<file path="src/rtl/ifu_pkg.sv">
// Shared types and constants for the instruction-fetch unit.
package ifu_pkg;

  // Fetch sequencer states
  typedef enum logic [1:0] {
    S_REQ  = 2'd0,
    S_WAIT = 2'd1,
    S_OUT  = 2'd2
  } ifu_state_e;

  localparam logic [31:0] RESET_PC_DEFAULT = 32'h8000_0000;
  localparam int unsigned PC_INC           = 4;

endpackage

</file>
<file path="src/rtl/ifu_pc_sel.sv">
// Next-PC select: redirect target beats sequential advance, otherwise hold.
module ifu_pc_sel
  import ifu_pkg::*;
#(
  parameter int unsigned ADDR_W = 32
) (
  input  logic              redirect_i,
  input  logic [ADDR_W-1:0] redirect_addr_i,
  input  logic              advance_i,
  input  logic [ADDR_W-1:0] pc_i,
  input  logic [ADDR_W-1:0] req_pc_i,
  output logic [ADDR_W-1:0] pc_next_o
);

  // Priority mux; the +4 wraps naturally at the address width
  always_comb begin
    pc_next_o = pc_i;
    if (redirect_i) begin
      pc_next_o = redirect_addr_i;
    end else if (advance_i) begin
      pc_next_o = req_pc_i + ADDR_W'(PC_INC);
    end
  end

endmodule

</file>
<file path="src/rtl/ifu_fetch_ctrl.sv">
// Instruction-fetch sequencer: owns the PC, issues one fetch at a time over a
// valid/ready channel, hands the returned word to decode, and drops any
// response made stale by a redirect.
// Optional: define IFU_PERF_CNT_EN to add perf_fetch_cnt / perf_flush_cnt.
module ifu_fetch_ctrl
  import ifu_pkg::*;
#(
  parameter int unsigned          ADDR_W   = 32,
  parameter int unsigned          INST_W   = 32,
  parameter logic [ADDR_W-1:0]    RESET_PC = ADDR_W'(RESET_PC_DEFAULT)
) (
  input  logic              clk,
  input  logic              rst,
  input  logic              redirect,
  input  logic [ADDR_W-1:0] redirect_addr,
  output logic              imem_req_valid,
  input  logic              imem_req_ready,
  output logic [ADDR_W-1:0] imem_req_addr,
  input  logic              imem_rsp_valid,
  input  logic [INST_W-1:0] imem_rsp_data,
  output logic              inst_valid,
  input  logic              inst_ready,
  output logic [INST_W-1:0] inst,
  output logic [ADDR_W-1:0] inst_pc
`ifdef IFU_PERF_CNT_EN
  ,
  output logic [31:0]       perf_fetch_cnt,
  output logic [31:0]       perf_flush_cnt
`endif
);

  ifu_state_e        state_q, state_d;
  logic [ADDR_W-1:0] pc_q, pc_d;
  logic [ADDR_W-1:0] req_pc_q, req_pc_d;
  logic [INST_W-1:0] inst_q, inst_d;
  logic              drop_q, drop_d;
  logic              req_fire;
  logic              advance;

  assign req_fire = (state_q == S_REQ) && imem_req_ready;
  assign advance  = (state_q == S_OUT) && inst_ready;

  // Redirect updates the PC in every state; only a consumed instruction advances it
  ifu_pc_sel #(
    .ADDR_W (ADDR_W)
  ) u_pc_sel (
    .redirect_i      (redirect),
    .redirect_addr_i (redirect_addr),
    .advance_i       (advance),
    .pc_i            (pc_q),
    .req_pc_i        (req_pc_q),
    .pc_next_o       (pc_d)
  );

  // State register
  always_ff @(posedge clk) begin
    if (rst) begin
      state_q <= S_REQ;
    end else begin
      state_q <= state_d;
    end
  end

  // Next-state and datapath next values
  always_comb begin
    state_d  = state_q;
    req_pc_d = req_pc_q;
    inst_d   = inst_q;
    drop_d   = drop_q;
    unique case (state_q)
      S_REQ: begin
        if (req_fire) begin
          state_d  = S_WAIT;
          req_pc_d = pc_q;
          // A redirect in the accept cycle makes this fetch stale already
          drop_d   = redirect;
        end
      end
      S_WAIT: begin
        if (imem_rsp_valid) begin
          drop_d = 1'b0;
          if (drop_q || redirect) begin
            state_d = S_REQ;
          end else begin
            inst_d  = imem_rsp_data;
            state_d = S_OUT;
          end
        end else if (redirect) begin
          drop_d = 1'b1;
        end
      end
      S_OUT: begin
        if (inst_ready || redirect) begin
          state_d = S_REQ;
        end
      end
      default: state_d = S_REQ;
    endcase
  end

  // Datapath registers
  always_ff @(posedge clk) begin
    if (rst) begin
      pc_q     <= RESET_PC;
      req_pc_q <= '0;
      inst_q   <= '0;
      drop_q   <= 1'b0;
    end else begin
      pc_q     <= pc_d;
      req_pc_q <= req_pc_d;
      inst_q   <= inst_d;
      drop_q   <= drop_d;
    end
  end

  // Outputs decoded from state; decode sees zeros when nothing is presented
  always_comb begin
    imem_req_valid = (state_q == S_REQ);
    imem_req_addr  = pc_q;
    inst_valid     = (state_q == S_OUT);
    inst           = (state_q == S_OUT) ? inst_q : '0;
    inst_pc        = (state_q == S_OUT) ? req_pc_q : '0;
  end

`ifdef IFU_PERF_CNT_EN
  logic [31:0] fetch_cnt_q, flush_cnt_q;
  logic        rsp_discard, out_flush;

  assign rsp_discard = (state_q == S_WAIT) && imem_rsp_valid && (drop_q || redirect);
  assign out_flush   = (state_q == S_OUT) && redirect && !inst_ready;

  // Free-running event counters, wrap at 2^32
  always_ff @(posedge clk) begin
    if (rst) begin
      fetch_cnt_q <= '0;
      flush_cnt_q <= '0;
    end else begin
      if (req_fire) begin
        fetch_cnt_q <= fetch_cnt_q + 32'd1;
      end
      if (rsp_discard || out_flush) begin
        flush_cnt_q <= flush_cnt_q + 32'd1;
      end
    end
  end

  assign perf_fetch_cnt = fetch_cnt_q;
  assign perf_flush_cnt = flush_cnt_q;
`else
  // Performance counters not built
`endif

endmodule

</file>
<file path="config.mk">
export PLATFORM = sky130hd
export DESIGN_NAME = ifu_fetch_ctrl
export DESIGN_NICKNAME = d
export VERILOG_FILES = /design/src/rtl/ifu_pkg.sv /design/src/rtl/ifu_pc_sel.sv /design/src/rtl/ifu_fetch_ctrl.sv
export SDC_FILE = /design/constraint.sdc
export NUM_CORES = 1
export LEC_CHECK = 0
export ABC_AREA = 1
export BUFFER_PORTS_ARGS = -buffer_cell sky130_fd_sc_hd__buf_2
export CORE_ASPECT_RATIO = 0.8
export CORE_MARGIN = 5
export CORE_UTILIZATION = 45
export CTS_CLUSTER_DIAMETER = 200
export DETAILED_ROUTE_END_ITERATION = 8
export PLACE_DENSITY = 0.81
export SYNTH_ARGS = -nofsm -noshare
export SYNTH_HDL_FRONTEND = slang
export SYNTH_SLANG_ARGS = --single-unit
</file>
<file path="constraint.sdc">
create_clock -name clk -period 1.55 [get_ports clk]
set_input_delay 0.31 -clock clk [delete_from_list [all_inputs] [get_ports clk]]
set_output_delay 0.31 -clock clk [all_outputs]
set_load 0.005 [all_outputs]
</file>
Word level (Yosys, flattened, before mapping) --
Cells that the tools add are included.
Storage, ports and cells: bits of input ports 70, output and inout port bits 98, word-level logic and storage cells 37, flip-flop bits (word level) 99
Operators by class: $add $sub $neg 1, bitwise operators 1, reduce and logical (&&, ||, !) cells 11, multiplexer cells 13, equality and inequality tests 6
Operators by type and width (count):
- $mux 32 | 4
- $add 32x3->32 const B | 1
- $reduce_and 3->1 | 3
- $mux 2 | 4
- $pmux 2 s3 | 1
- $ne 2x1->1 const B | 2
- $reduce_bool 2->1 | 2
- $mux 1 | 3
- $ne 3x3->1 const B | 1
- $eq 2x1->1 const B | 1
- $eq 2x2->1 const B | 1
- $logic_and 1x1->1 | 2
- $logic_not 2->1 | 1
- $logic_or 1x1->1 | 2
- $ne 2x2->1 const B | 1
- $pmux 1 s2 | 1
- $reduce_and 2->1 | 1
- $not 1->1 | 1

Logic depth before layout (Yosys ltp) --
Gate-level depths: netlist (run 1).
depth after elaboration 4, gate-level depth with buffers 10

Modules after synthesis --
A second synthesis (run 1) with hierarchy kept.
Second synthesis, totals: cell total of the unflattened synthesis 862, area, all modules 5439.0 um^2
Modules (own cells, without submodules):
- ifu_fetch_ctrl | cells each 507, area an instance 3788.6 um^2, times used 1
- ifu_pc_sel | cells each 355, area an instance 1650.3 um^2, times used 1

Worst setup path after synthesis (run 1) --
No wires, ideal clock.
path type flip-flop to flip-flop, start reg req_pc_q[3], end reg pc_q[26], in the netlist imem_req_addr[26], cell stages (with the launch flop) 11, arrival time 1.230 ns, setup slack 0.193 ns, buffers on the path 0, setup time 0.128 ns, clock period less this slack 1.357 ns, path through dfxtp_1 > ha_1 > nand3_2 > inv_2 > nand2_2 > inv_1 > nand2_1 > nand2_1 > nand2_1 > a21oi_2 > nor2_1
On the way: longest elaborated chain between the ends 3
RTL lines:
- start: declaration | RTL line ifu_fetch_ctrl.sv:34 | logic [ADDR_W-1:0] req_pc_q, req_pc_d;
- start signal: assignment | RTL line ifu_fetch_ctrl.sv:110 | req_pc_q <= req_pc_d;
- $add 32x3->32 | RTL line ifu_pc_sel.sv:21 | pc_next_o = req_pc_i + ADDR_W'(PC_INC);
- $mux 32 | RTL line ifu_pc_sel.sv:20 | end else if (advance_i) begin
- $mux 32 | RTL line ifu_pc_sel.sv:18 | if (redirect_i) begin
- end signal: assignment | RTL line ifu_fetch_ctrl.sv:109 | pc_q <= pc_d;
- end: declaration | RTL line ifu_fetch_ctrl.sv:33 | logic [ADDR_W-1:0] pc_q, pc_d;
Every way passes these cells. The select of a mux whose other input is x is not followed. A chain may end at the register's enable or synchronous reset.

Worst setup path in the final report (run 1) --
start reg state_q[0], end out inst_pc[19]
On the way: longest elaborated chain between the ends 2
RTL lines:
- start: declaration | RTL line ifu_fetch_ctrl.sv:32 | ifu_state_e state_q, state_d;
- start signal: assignment | RTL line ifu_fetch_ctrl.sv:60 | state_q <= state_d;
- $eq 2x2->1 | RTL line ifu_fetch_ctrl.sv:122 | inst_pc = (state_q == S_OUT) ? req_pc_q : '0;
- $mux 32 | RTL line ifu_fetch_ctrl.sv:122
- end: declaration | RTL line ifu_fetch_ctrl.sv:24 | output logic [ADDR_W-1:0] inst_pc
Every way passes these cells.

==> out/qor.csv, run 1 <==
metric,value,unit
status,finished with violations,
failing checks,setup timing,
initial antenna violation count,0,
Final Hold Viols,0,
Arrival @ worst endpoint,1340,ps
synth unique cells,28,
Clock H-tree levels,3,
IO Count,168,
max_slew headroom,67.7,%
pin count of the biggest net entering global routing,65,
wire per inst,15.0,um
DRC Markers,0,
Setup CP Type,register to primary output,
leakage power,2.82,nW
post-route setup slack,-103,ps
synth cell count leaders,"nand2_1, nor2_1, dfxtp_1",
Multi-input gate area,2520,um^2
complex-gate fraction of the synthesized area,20.6,%
Post-CTS Hold Buffers,0,
maximum VDD drop,697,uV
Placer Congestion,0.959,
Slew @ Worst Pin,485,ps
placed cell count,1027,
Overflow after GRT,0,
gr usage total,22.3,%
share of layout cells above drive strength 1,32.3,%
Via Count,5474,
max-slew violations,0,
Detailed Route WL,15.8,mm
data required time of the worst path,1240,ps
maximum buffer depth of the clock tree,2,
Num CTS Buffers,9,
sequential share of the synthesized area,40.6,%
fin crit share,107,%
CP startpoint kind,register,
Peak Freq,0.605,GHz
Area contributors post-synth,"dfxtp_1, nand2_1, nor2_1",
Die Y,103,um
Yosys reg bits,99,
final core utilization,61.1,%
Root Driver,clkbuf_16,
Yosys warning total,0,
Worst-path clk slew,70,ps
post-synth top area cell,dfxtp_1,
crit path max fanout,24,
area of the core,10800,um^2
Post-Synth Adder-Cell Area,0.256,%
Num Clock Sinks,99,
worst skew pair latency,350,ps
CTS tree,done,
die area,13100,um^2
max cap viols,0,
Hold WC Path Type,input port to register,
Final Instance Area,6580,um^2
syn_area_per_cell,6.67,um^2
"EDFF count, synth",0,
final number of setup-violating endpoints,64,
crit end category,primary output,
Post-synth top flop,dfxtp_1,
most frequent cell after synthesis,nand2_1,
sequential cell area,2000,um^2
multiplexer share of the synthesized area,0,%
largest family of logic cells by synthesized area,simple AND/OR/NAND/NOR gates,
XOR/XNOR Fraction of Synth Area,0.896,%
RSZ-0062 raised after global routing,true,
Post-Layout Cell Count,1053,
Tmin final,1650,ps
Area Overhead vs Synth,34.7,%
Synth async-reset ratio,0,%
Synth Instances,733,
Routed Antenna Nets,0,
Starting DRT DRC Count,469,
count of input and output buffers,167,
fillcell total,1023,
setup TNS,-4120,ps
Initial Utilization,45.4,%
DP Area,5950,um^2
die width,127,um
Yosys top cell area share,40.6,%
Pre-antenna DRT Iters,5,
number of diodes,0,
first-pass GRT wire length,23.6,mm
Nets,975,
hpwl dp,11.1,mm
Row Count,34,
vias in the first global route,4699,
power per cell area,900,nW/um^2
syn_nets,804,
Post-Synth Simple-Gate Area,26.9,%
Clock Skew,9.68,ps
via density per instance,5.20,
synthesized area,4890,um^2
[logic make-up (layout without fill, tap and decap cells)]
| family | Yosys count | count (layout) |
|---|---|---|
| compound gates | 186 | 186 |
| xor+xnor | 5 | 5 |
| fa+ha+maj | 1 | 1 |
| buf+inv | 129 | 305 |
| flops | 99 | 99 |
| simple gates | 313 | 313 |
[metal layers]
layer / up-vias / share of wire [%] / global-route usage [%]
met4: 0 / 1.6 / 6.18
met2: 258 / 43 / 32.6
met5: - / 0 / 0
li1: 2705 / - / -
met3: 24 / 8.8 / 4.57
met1: 2487 / 47 / 33.3
[placed cells by master, fill, tap and decap left out, drive strengths merged]
master,n
o211ai,2
a31oi,13
clkinvlp,1
clkbuf,9
inv,93
nand4,3
nor2,135
dfxtp,99
nand3,36
ha,1
a21oi,85
nand2,139
a311oi,1
xor2,5
a22o,10
a221oi,1
o21ai,74
clkinv,4
buf,197
bufinv,1
[cell type report]
| class | count | area share [%] |
|---|---|---|
| Clock inverter | 7 | 1.25 |
| Multi-Input combinational cell | 505 | 38.4 |
| Tap cell | 144 | 2.74 |
| Timing Repair inverter | 3 | 0.513 |
| Clock buffer | 9 | 3.42 |
| Sequential cell | 99 | 30.4 |
| Inverter | 89 | 5.34 |
| Timing Repair Buffer | 197 | 18.0 |
[path summary, 6_finish.rpt]
kind | from | endpoint | slack, ps | cells past startpoint
setup / recovery | state_q[0] | inst_pc[19] | -100 | 5
hold / removal | redirect_addr[5] | imem_req_addr[5] | 210 | 3
setup reg to reg | req_pc_q[15] | imem_req_addr[24] | 30 | 9
hold reg to reg | inst_q[24] | inst_q[24] | 450 | 2
[power breakdown]
group          total, mW  internal [mW]  switching [mW]  leakage, nW
Combinational      0.778          0.318           0.459         1.85
Clock               2.32           1.28            1.04        0.150
Sequential          2.83           2.70           0.128        0.817
Total               5.92           4.30            1.62         2.82
[flip-flops by register name (all words and copies together), names as in the netlist]
name	flops
imem_req_addr	32
inst_q	32
req_pc_q	32
state_q	2
drop_q	1
[per-stage QoR]
stage               total power, mW  setup slack (ps)  hold WS (ps)
floorplan                      3.28               193           430
global placement               3.57              32.4           438
detailed placement             3.58              50.8           441
CTS                            5.89              -104           211
global route                   6.17              -147           231
finish                         5.92              -103           215
[critical path: stages, from the launching register on]
cell	delay, ps
dfxtp_4	370
nor2_4	140
inv_4	80
buf_12	160
nor2_1	110
buf_2	120
[repair_timing]
item / CTS / global route
pin swaps: 1 / 7
hold endpoints to repair: 0 / 0
gates cloned: 1 / 3
buffers inserted: 3 / 4
resized for setup: 12 / 57
endpoints found under the setup margin: 64 / 91
Note: power is estimated with default switching activity, not from simulation.
==> inputs of run 2 (changes only) <==
- CORE_MARGIN: 5 -> 2
==> run 2 against run 1 <==
Effect of this change:
- sequential power barely moved
- the run still ends with setup timing left
- critical path type unchanged
- total power decreased by 2.7%
- count of clock-buffer cells in the layout rose by 2
- critical path depth stayed put
- clock power fell by 6%
==> out/qor.csv, run 2 (synthesis gave the netlist of run 1 again) <==
metric,value,unit
P_sw,1.47,mW
combinational share of power,13.1,%
RSZ-0062 raised after global routing,true,
first-pass GRT wire length,23.2,mm
Row Count,34,
Tmin final,1620,ps
WHS,237,ps
Via Count,5439,
die width,121,um
Starting DRT DRC Count,409,
Detailed Route WL,14.8,mm
number of diodes,0,
Flop pwr share,49.0,%
Setup CP Type,register to primary output,
CP startpoint kind,register,
pin count of the biggest net entering global routing,65,
leakage power,2.80,nW
Slew @ Worst Pin,360,ps
share of layout cells above drive strength 1,30.3,%
Hold WC Path Type,input port to register,
Num Clock Sinks,99,
max incr delay on CP,350,ps
total internal power,4.29,mW
Reg-to-Reg Start,state_q[1],
Overflow after GRT,0,
count of input and output buffers,167,
Peak Freq,0.619,GHz
final number of setup-violating endpoints,63,
maximum VDD drop,616,uV
post-route setup slack,-66.2,ps
Die Y,97.2,um
maximum buffer depth of the clock tree,2,
failing checks,setup timing,
CP cell instances,nor2_4 -> inv_4 -> buf_8 -> nor2_1 -> buf_2,
power per cell area,894,nW/um^2
worst skew pair latency,340,ps
die area,11700,um^2
Root Driver,clkbuf_16,
max_slew headroom,76.0,%
area of the core,10700,um^2
Clock Skew,7.06,ps
Worst-path clk slew,60,ps
CTS tree,done,
DP Area,5990,um^2
Switching Share,25.5,%
max-slew violations,0,
Nets,976,
most frequent cells in the layout,"buf_2, nand2_1, nor2_1, dfxtp_1",
Arrival @ worst endpoint,1310,ps
fraction of power consumed by the clock network,37.9,%
initial antenna violation count,0,
Num CTS Buffers,9,
crit end category,primary output,
max cap viols,0,
vias in the first global route,4750,
Total Power,5.76,mW
via density per instance,5.17,
Clock H-tree levels,3,
CP Launch Point,state_q[0],
Final Instance Area,6440,um^2
status,finished with violations,
gr usage total,24.6,%
Placer Congestion,0.920,
wire per inst,14.1,um
post-placement setup slack,83.5,ps
data required time of the worst path,1240,ps
crit path max fanout,14,
"commonest non-fill, non-tap cell in the layout",buf_2,
IO Count,168,
fin crit share,104,%
Slowest cell on crit path,dfxtp_2,
Final Hold Viols,0,
Area Overhead vs Synth,31.8,%
Routed Antenna Nets,0,
DRC Markers,0,
final core utilization,60.1,%
min-delay src,redirect_addr[22],
Initial Utilization,45.6,%
Pre-antenna DRT Iters,5,
hpwl dp,10.6,mm
==> run 2: changes by cell type in the layout (fill, tap and decap cells not counted), moves of 3 or more <==
cell | previous run | this run
nor2_2 | 32 | 24
dfxtp_1 | 88 | 92
buf_4 | 20 | 23
buf_12 | 8 | 5
dfxtp_2 | 10 | 7
nor2_1 | 95 | 104
buf_6 | 1 | 4
==> run 2: final timing paths <==
| path | to | slack [ps] | cells after the start |
|---|---|---|---|
| max | inst_pc[3] | -70 | 5 |
| min reg2reg | inst_q[19] | 450 | 2 |
| max reg2reg | inst_q[0] | 70 | 7 |
| min | imem_req_addr[22] | 240 | 3 |
==> run 2: power groups by stage <==
stage / clock network (mW) / registers [mW] / logic, mW
final: 2.18 / 2.82 / 0.754
after global routing: 2.31 / 2.84 / 0.850
after CTS: 2.22 / 2.81 / 0.732
after detailed placement: 0 / 2.87 / 0.723
after global placement: 0 / 2.87 / 0.713
after floorplan: 0 / 2.85 / 0.426
==> run 2: layout make-up <==
cell class	count	area, um^2
clock buffer	11	243
timing repair buffer	201	1190
sequential	99	1990
fill	1040	4280
multi-input combinational	505	2450
clock inverter	3	40.0
inverter	89	342
tap	144	180
==> run 2: what timing repair did <==
action                                  4_1_cts  5_1_grt
pin swaps                                     1        3
gates cloned                                  0        2
setup buffers                                 2        2
gates resized for setup                      14       28
endpoints found under the setup margin       64      108
hold buffers                                  0        0
==> run 2: layer usage <==
metal	GRT usage [%]	share of wire, %	vias up	wire length (um)
li1	-	-	2697	-
met3	5.46	8.9	24	1320
met2	36.1	42	254	6190
met1	36.5	47	2464	7040
met4	6.17	1.8	0	268
met5	0	0	-	0
==> run 2: metrics by stage <==
stage | cells | setup TNS (ps)
floorplan | 733 | 0
global placement | 1032 | 0
detailed placement | 1032 | 0
CTS | 1048 | -3680
global route | 1052 | -6690
finish | 1052 | -2060
==> run 2: worst max-delay path, delay by kind of cell (launching register included) <==
family	cells	cell delay, ps
flip-flops	1	350
AND/OR/NAND/NOR	2	250
buffers and inverters	3	380
